$ cat src/rtl/alu_seq_pkg.sv
// Shared definitions for the alu_seq front end: ALU command codes, sequencer
// state encoding and a shift-command helper.
package alu_seq_pkg;

    localparam int DW = 16;
    localparam int CW = 3;

    localparam logic [CW-1:0] ALU_THA = 3'd0;
    localparam logic [CW-1:0] ALU_THB = 3'd1;
    localparam logic [CW-1:0] ALU_AND = 3'd2;
    localparam logic [CW-1:0] ALU_OR  = 3'd3;
    localparam logic [CW-1:0] ALU_SL  = 3'd4;
    localparam logic [CW-1:0] ALU_SR  = 3'd5;
    localparam logic [CW-1:0] ALU_ADD = 3'd6;
    localparam logic [CW-1:0] ALU_SUB = 3'd7;

    typedef enum logic [1:0] {
        ALU_SEQ_IDLE = 2'd0,
        ALU_SEQ_EXEC = 2'd1,
        ALU_SEQ_RESP = 2'd2
    } alu_seq_state_e;

    function automatic logic is_shift(input logic [CW-1:0] com);
        return (com == ALU_SL) || (com == ALU_SR);
    endfunction

endpackage

$ cat src/rtl/alu.sv
// POCO combinational 16-bit ALU; shifts move a single bit per evaluation.
module alu
    import alu_seq_pkg::*;
(
    input  logic [15:0] a,
    input  logic [15:0] b,
    input  logic [2:0]  com,
    output logic [15:0] y
);

    always_comb begin
        y = a;
        case (com)
            ALU_THA: y = a;
            ALU_THB: y = b;
            ALU_AND: y = a & b;
            ALU_OR:  y = a | b;
            ALU_SL:  y = {a[14:0], 1'b0};
            ALU_SR:  y = {1'b0, a[15:1]};
            ALU_ADD: y = a + b;
            ALU_SUB: y = a - b;
            default: y = a;
        endcase
    end

endmodule

$ cat src/rtl/alu_seq.sv
// Request/response sequencer around the POCO alu; multi-bit shifts iterate 1-bit passes.
// Define ALU_SEQ_FLAGS_EN to build the zero and carry/borrow/shift-out flags.
module alu_seq
    import alu_seq_pkg::*;
(
    input  logic        clk,
    input  logic        rst_n,
    input  logic        req_valid,
    output logic        req_ready,
    input  logic [2:0]  req_com,
    input  logic [15:0] req_a,
    input  logic [15:0] req_b,
    output logic        rsp_valid,
    input  logic        rsp_ready,
    output logic [15:0] rsp_y,
    output logic        rsp_z,
    output logic        rsp_c
);

    // Handshakes: a transfer happens on a rising edge where valid and ready are
    // both high; rsp_y/rsp_z/rsp_c stay stable while rsp_valid waits for rsp_ready.
    alu_seq_state_e state_q, state_d;
    logic [15:0]    acc_q, acc_d;
    logic [15:0]    opb_q, opb_d;
    logic [2:0]     com_q, com_d;
    logic [3:0]     cnt_q, cnt_d;
    logic [15:0]    rsp_y_q, rsp_y_d;
    logic [15:0]    alu_y;
    logic           accept;
    logic           shift_op;
    logic           shifting;

    alu u_alu (
        .a   (acc_q),
        .b   (opb_q),
        .com (com_q),
        .y   (alu_y)
    );

    assign accept   = req_valid && req_ready;
    assign shift_op = is_shift(com_q);
    assign shifting = shift_op && (cnt_q != 4'd0);

    always_ff @(posedge clk) begin
        if (!rst_n) state_q <= ALU_SEQ_IDLE;
        else        state_q <= state_d;
    end

    always_comb begin
        state_d = state_q;
        case (state_q)
            ALU_SEQ_IDLE: if (accept)    state_d = ALU_SEQ_EXEC;
            ALU_SEQ_EXEC: if (!shifting) state_d = ALU_SEQ_RESP;
            ALU_SEQ_RESP: if (rsp_ready) state_d = ALU_SEQ_IDLE;
            default:                     state_d = ALU_SEQ_IDLE;
        endcase
    end

    always_comb begin
        req_ready = rst_n && (state_q == ALU_SEQ_IDLE);
        rsp_valid = (state_q == ALU_SEQ_RESP);
    end

    always_comb begin
        acc_d   = acc_q;
        opb_d   = opb_q;
        com_d   = com_q;
        cnt_d   = cnt_q;
        rsp_y_d = rsp_y_q;
        if (state_q == ALU_SEQ_IDLE && accept) begin
            acc_d = req_a;
            opb_d = req_b;
            com_d = req_com;
            cnt_d = is_shift(req_com) ? req_b[3:0] : 4'd0;
        end else if (state_q == ALU_SEQ_EXEC) begin
            if (shifting) begin
                acc_d = alu_y;
                cnt_d = cnt_q - 4'd1;
            end else begin
                // alu_y holds one extra shift for shift commands, so take acc directly
                rsp_y_d = shift_op ? acc_q : alu_y;
            end
        end
    end

    always_ff @(posedge clk) begin
        if (!rst_n) begin
            acc_q   <= '0;
            opb_q   <= '0;
            com_q   <= ALU_THA;
            cnt_q   <= '0;
            rsp_y_q <= '0;
        end else begin
            acc_q   <= acc_d;
            opb_q   <= opb_d;
            com_q   <= com_d;
            cnt_q   <= cnt_d;
            rsp_y_q <= rsp_y_d;
        end
    end

    assign rsp_y = rsp_y_q;

`ifdef ALU_SEQ_FLAGS_EN
    logic        c_q, c_d;
    logic        rsp_z_q, rsp_z_d;
    logic        rsp_c_q, rsp_c_d;
    logic [16:0] sum17;

    assign sum17 = {1'b0, acc_q} + {1'b0, opb_q};

    always_comb begin
        c_d     = c_q;
        rsp_z_d = rsp_z_q;
        rsp_c_d = rsp_c_q;
        if (state_q == ALU_SEQ_IDLE && accept) begin
            c_d = 1'b0;
        end else if (state_q == ALU_SEQ_EXEC) begin
            if (shifting) begin
                c_d = (com_q == ALU_SL) ? acc_q[15] : acc_q[0];
            end else begin
                rsp_z_d = shift_op ? (acc_q == 16'd0) : (alu_y == 16'd0);
                case (com_q)
                    ALU_ADD:        rsp_c_d = sum17[16];
                    ALU_SUB:        rsp_c_d = (acc_q < opb_q);
                    ALU_SL, ALU_SR: rsp_c_d = c_q;
                    default:        rsp_c_d = 1'b0;
                endcase
            end
        end
    end

    always_ff @(posedge clk) begin
        if (!rst_n) begin
            c_q     <= 1'b0;
            rsp_z_q <= 1'b0;
            rsp_c_q <= 1'b0;
        end else begin
            c_q     <= c_d;
            rsp_z_q <= rsp_z_d;
            rsp_c_q <= rsp_c_d;
        end
    end

    assign rsp_z = rsp_z_q;
    assign rsp_c = rsp_c_q;
`else
    assign rsp_z = 1'b0;
    assign rsp_c = 1'b0;
`endif

endmodule

$ cat config.mk
export PLATFORM = sky130hd
export DESIGN_NAME = alu_seq
export DESIGN_NICKNAME = d
export VERILOG_FILES = /design/src/rtl/alu_seq_pkg.sv /design/src/rtl/alu.sv /design/src/rtl/alu_seq.sv
export SDC_FILE = /design/constraint.sdc
export NUM_CORES = 1
export LEC_CHECK = 0
export CORE_MARGIN = 1
export CORE_UTILIZATION = 51
export CTS_BUF_LIST = sky130_fd_sc_hd__clkbuf_16
export DETAILED_ROUTE_END_ITERATION = 7
export GPL_TIMING_DRIVEN = 1
export PLACE_DENSITY_LB_ADDON = 0.1
export SLEW_MARGIN = 0
export SYNTH_ARGS = -nofsm -noshare
export SYNTH_HDL_FRONTEND = slang
export SYNTH_SLANG_ARGS = --single-unit
export TNS_END_PERCENT = 1
$ cat constraint.sdc
create_clock -name clk -period 4.5 [get_ports clk]
set_clock_uncertainty 0.1 [all_clocks]
set_input_delay 0.45 -clock clk [delete_from_list [all_inputs] [get_ports clk]]
set_output_delay 0.45 -clock clk [all_outputs]
set_load 0.01 [all_outputs]
==> run metrics, run 1 <==
Die Span X between 90 and 100 um; crit-path max FO 7; HPWL Detailed 10,100 um; min-delay src rsp_y[5]$_SDFFE_PN0P_; Top-Level Pins 59; clk sinks 57; DR vias/cell 6.42; vias 4,602; Crit. End Element flop; Most Crowded Layer GR met2; setup TNS 0 ps; synthesized flop and latch total between 50 and 60; crit path launch type flop; max_cap viols 0; clock latency on the worst-skew pair 340 ps; root buffer cell clkbuf_16; crit-path max cell delay 520 ps; Synth async-reset ratio 0; Detail Route Antenna Nets 0; VDD IR max 0.202 mV; post-CTS setup buffer count 0; Slew @ Worst Pin between 1000 and 1500 ps; Slew Limit Fails 0; flop2flop setup slack a little over 800 ps; Ys Warns 0; 1st-pass router iterations 5; Hold Path Cell Cnt 2; CTS Hold Bufs 0; gr ovfl total 0; cells resized by post-CTS repair 0; # port buffers 56; CP Class reg2reg; slew margin rel. 0.171; most common cell after layout, fill and taps aside nand2_1; endpoints failing setup 0; worst hold path type reg2reg; GR met2 Demand/Resource 0.560; Seq/Total Area, Yosys 0.267; Core ar. 0.00793 mm2; first-pass GRT wire length 22,500 um; met1 usage 0.427; terminating pin of the worst hold path rsp_y[5]$_SDFFE_PN0P_; GRT met3 Usage 0.0480; Routed WL per cell 19.7 um; Synth Cell Area 0.00427 mm2; DIE AREA 0.00874 mm2; gp weighted congestion between 0.9 and 1; clock tree buffer depth 2; maximum operating frequency around 270 MHz; Hold Vio Cnt, Final 0; Mapped Cells 571; nets 669; Req. time, crit path 4620 ps; FF-to-FF path depth 13; status completed; number of synthesized flops with an enable pin 0; Initial Util 0.538; fin crit period 3690 ps; CP delay by family, top simple AND/OR/NAND/NOR gates; pin count of the biggest net entering global routing 47; highest-delay cell along the critical path nor4_1; worst hold slack a little under 400 ps; P_leak 1.89 nW; PD cells 346 mW/mm2; area grow syn2layout 20.3%; most frequent cells in the layout nand2_1 (78), a21oi_1 (74), dfxtp_1 (57); DR iter-0 viols 341; final core utilization 0.647; arrival time worst endpoint 3820 ps; CTS tree done; number of global-route vias before repair 4,329; Die H between 90 and 100 um; Critical Path Start opb_q[0]$_SDFFE_PN0P_; DRC 0; Routed WL 14,100 um; H-Tree Depth 3; r2r startpoint opb_q[0]$_SDFFE_PN0P_; RSZ-0062 raised after global routing false; antenna cell count 0; FP Rows 32; Cell Chain, Critical Path inv_1 -> ha_1 -> nand3b_1 -> nor4_1 -> a21oi_1 -> xnor2_1 -> ha_1 -> and3_1 -> nor2b_1 -> o211ai_1 -> a41oi_1 -> xnor2_1 -> o41ai_1; mean post-synth cell area 7.47 um2; initial antenna violation count 0; CTS buffer count 9; clock-pin slew on the worst setup and hold paths 60 ps; share of cells above drive strength 1 0.0488; synth unique cells 69; R2R Path End rsp_y[15]$_SDFFE_PN0P_; gr usage total 0.339; ys flop type dfxtp_1; CP bufs+invs 1; Final Cycle Share 0.820
-- Yosys cell counts (11+ instances only) --
master,n,area [um2]
nand2_1,78,293
inv_1,11,41.3
a21oi_1,74,370
nor2_1,41,154
o211ai_1,11,82.6
nor2b_1,12,75.1
dfxtp_1,57,1140
ha_1,19,238
nor3_1,14,70.1
o21ai_0,39,195
clkbuf_1,25,93.8
xnor2_1,14,123
-- metrics by stage --
step | setup slack (ps) | power (W) | std cells | instance area [um2]
detailed placement | 921 | 0.00103 | 701 | 4820
floorplan | 1200 | 0.000893 | 572 | 4270
global placement | 1080 | 0.00103 | 701 | 4820
global route | 526 | 0.00184 | 717 | 5130
CTS | 865 | 0.00177 | 717 | 5130
finish | 808 | 0.00177 | 717 | 5130
-- metal layers --
layer,wire (um),vias to the layer above
li1,-,2176
met1,5810,2149
met2,6790,225
met3,901,52
met4,626,0
met5,0,-
-- worst max-delay path by stage --
stage                        endpoint  slack (ps)  depth (start not counted)
2_1_floorplan   rsp_y[8]$_SDFFE_PN0P_        1200                         13
3_3_place_gp   rsp_y[15]$_SDFFE_PN0P_        1080                         13
3_5_place_dp   rsp_y[15]$_SDFFE_PN0P_         920                         13
4_1_cts        rsp_y[15]$_SDFFE_PN0P_         870                         13
5_1_grt        rsp_y[15]$_SDFFE_PN0P_         530                         13
6_report       rsp_y[15]$_SDFFE_PN0P_         810                         13
-- final cells by class --
cell class / count / area [um2]
well taps: 102 / 128
multi-input cells: 464 / 2880
clock inverters: 7 / 85.1
inverters: 13 / 48.8
clock buffers: 9 / 225
fillers: 717 / 2800
flip-flops and latches: 57 / 1140
repair buffers: 65 / 628
-- logic make-up after synthesis --
logic type | count (synthesis) | synth area share
compound gates | 214 | 0.322
simple gates | 192 | 0.209
flops | 57 | 0.267
buf+inv | 51 | 0.0595
xor+xnor | 24 | 0.0493
fa+ha+maj | 21 | 0.0628
mux | 11 | 0.0290
other cells | 1 | 0.000879
-- worst reg2reg max path, cell delays in order (launching register included) --
cell and delay [ps]:
dfxtp_1 360, inv_1 130, ha_1 220, nand3b_1 110, nor4_1 520, a21oi_1 210
xnor2_1 180, ha_1 400, and3_1 280, nor2b_1 270, o211ai_1 150, a41oi_1 270
xnor2_1 100, o41ai_1 310
-- state kept, by name (all words and copies together), names as in the netlist --
signal   cells
acc_q       16
opb_q       16
rsp_y       16
cnt_q        4
com_q        3
state_q      2
-- power breakdown --
group / total, W / internal, W / switching, W
combinational: 0.000469 / 0.000207 / 0.000262
sequential: 0.000565 / 0.000529 / 0.0000359
clock: 0.000739 / 0.000480 / 0.000259
Note: power is estimated with default switching activity, not from simulation.
==> run 2: changes to the inputs <==
CORE_UTILIZATION = 50   (was 51)
clock period = 3.1 ns   (was 4.5 ns; I/O delays follow)
==> run 2 against run 1 <==
Final cell count rose by 5.4%; combinational power increased by 66%; clock power up 32%; total power is 45% higher; worst setup slack got worse by 700 ps; largest power group unchanged; highest routed layer unchanged.
==> run metrics, run 2 (synthesis results as in run 1) <==
Top-Level Pins roughly 60; vias 4,706; Slew @ Worst Pin around 750 ps; maximum operating frequency 334 MHz; Crit. End Element flop; area grow syn2layout 27.5%; Die H 94.4 um; clk sinks 57; post-CTS setup buffer count 0; setup TNS 0 ps; number of global-route vias before repair ~4,400; pin count of the biggest net entering global routing 45; Post-Place Cell Area 0.00510 mm2; Die Span X 94.4 um; PD cells 472 mW/mm2; final instance area 0.00544 mm2; max_cap viols 0; CTS tree done; crit path launch type flop; root buffer cell clkbuf_16; arrival time worst endpoint ~3100 ps; CTS buffer count 9; CP Class reg2reg; status completed; fin crit period 2990 ps; most frequent cells in the layout nand2_1 (78), a21oi_1 (71), dfxtp_1 (57); clock-pin slew on the worst setup and hold paths ~60 ps; share of cells above drive strength 1 0.123; Detail Route Antenna Nets 0; FP Rows 33; clock latency on the worst-skew pair 330 ps; nets 706; DRC 0; Final Cycle Share 0.966; RSZ-0062 raised after global routing true; endpoints failing setup 0; Hold Vio Cnt, Final 0; clock tree buffer depth 2; gr ovfl total 0; gr usage total 0.346; Initial Util 0.519; HPWL Detailed 10,700 um; Slew Limit Fails 0; Core ar. 0.00822 mm2; DIE AREA 0.00891 mm2; DR vias/cell 6.22; most common cell after layout, fill and taps aside nand2_1; H-Tree Depth 3; initial antenna violation count 0; crit-path max FO 4; 1st-pass router iterations 8; # port buffers 56; gp weighted congestion 0.981; Req. time, crit path 3190 ps; VDD IR max 0.259 mV; antenna cell count 0; P_leak around 2.1 nW; DR iter-0 viols a little over 400; first-pass GRT wire length roughly 23,000 um; slew margin rel. 0.500; worst hold path type reg2reg; Routed WL per cell ~20 um; Routed WL 14,800 um
[run 2: worst paths after layout]
kind         slack [ps]  depth (start not counted)                  start                     end
max reg2reg         110                         11  opb_q[1]$_SDFFE_PN0P_  rsp_y[14]$_SDFFE_PN0P_
max                 110                         11  opb_q[1]$_SDFFE_PN0P_  rsp_y[14]$_SDFFE_PN0P_
min reg2reg         360                          2  rsp_y[1]$_SDFFE_PN0P_   rsp_y[1]$_SDFFE_PN0P_
min                 360                          2  rsp_y[1]$_SDFFE_PN0P_   rsp_y[1]$_SDFFE_PN0P_
[run 2: routing by layer]
| layer | vias up | GRT usage | wire (um) |
|---|---|---|---|
| met5 | - | 0 | 0 |
| met4 | 0 | 0.183 | 538 |
| met3 | 43 | 0.0427 | 1130 |
| met2 | 234 | 0.566 | 7230 |
| met1 | 2181 | 0.441 | 5890 |
| li1 | 2248 | - | - |
[run 2: metrics by stage]
stage	hold slack (ps)	total power (W)	util	setup slack, ps	std cells
6_report	362	0.00257	0.662	107	756
3_5_place_dp	362	0.00157	0.621	59.3	741
4_1_cts	370	0.00254	0.656	34.4	756
2_1_floorplan	346	0.00130	-	13.7	572
3_3_place_gp	342	0.00156	0.621	142	741
5_1_grt	399	0.00267	0.662	-98.6	756
[run 2: worst max-delay path, cell delays in order (launching register included)]
cell and delay, ps:
dfxtp_1 370, inv_1 90, ha_1 220, nor2_1 200, xnor2_1 160, ha_1 300
nor2b_1 170, o31a_1 290, o22a_2 270, a21oi_1 250, mux2i_1 310, o21ai_0 120
[run 2: cell type report]
type	count	area [um2]
multi-input combinational	464	2930
fill	718	2780
sequential	57	1140
timing repair buffer	102	906
clock buffer	9	225
tap	105	131
clock inverter	6	60.1
inverter	13	48.8
[run 2: timing repair]
action	4_1_cts	5_1_grt
hold buffers	0	0
pin swaps	0	0
endpoints found under the setup margin	1	10
resized for setup	1	15
cloned	0	0
[run 2: power breakdown]
| part | total, W | switching (W) | internal [W] |
|---|---|---|---|
| combinational | 0.000778 | 0.000420 | 0.000359 |
| sequential | 0.000809 | 0.0000411 | 0.000768 |
| clock | 0.000979 | 0.000366 | 0.000613 |
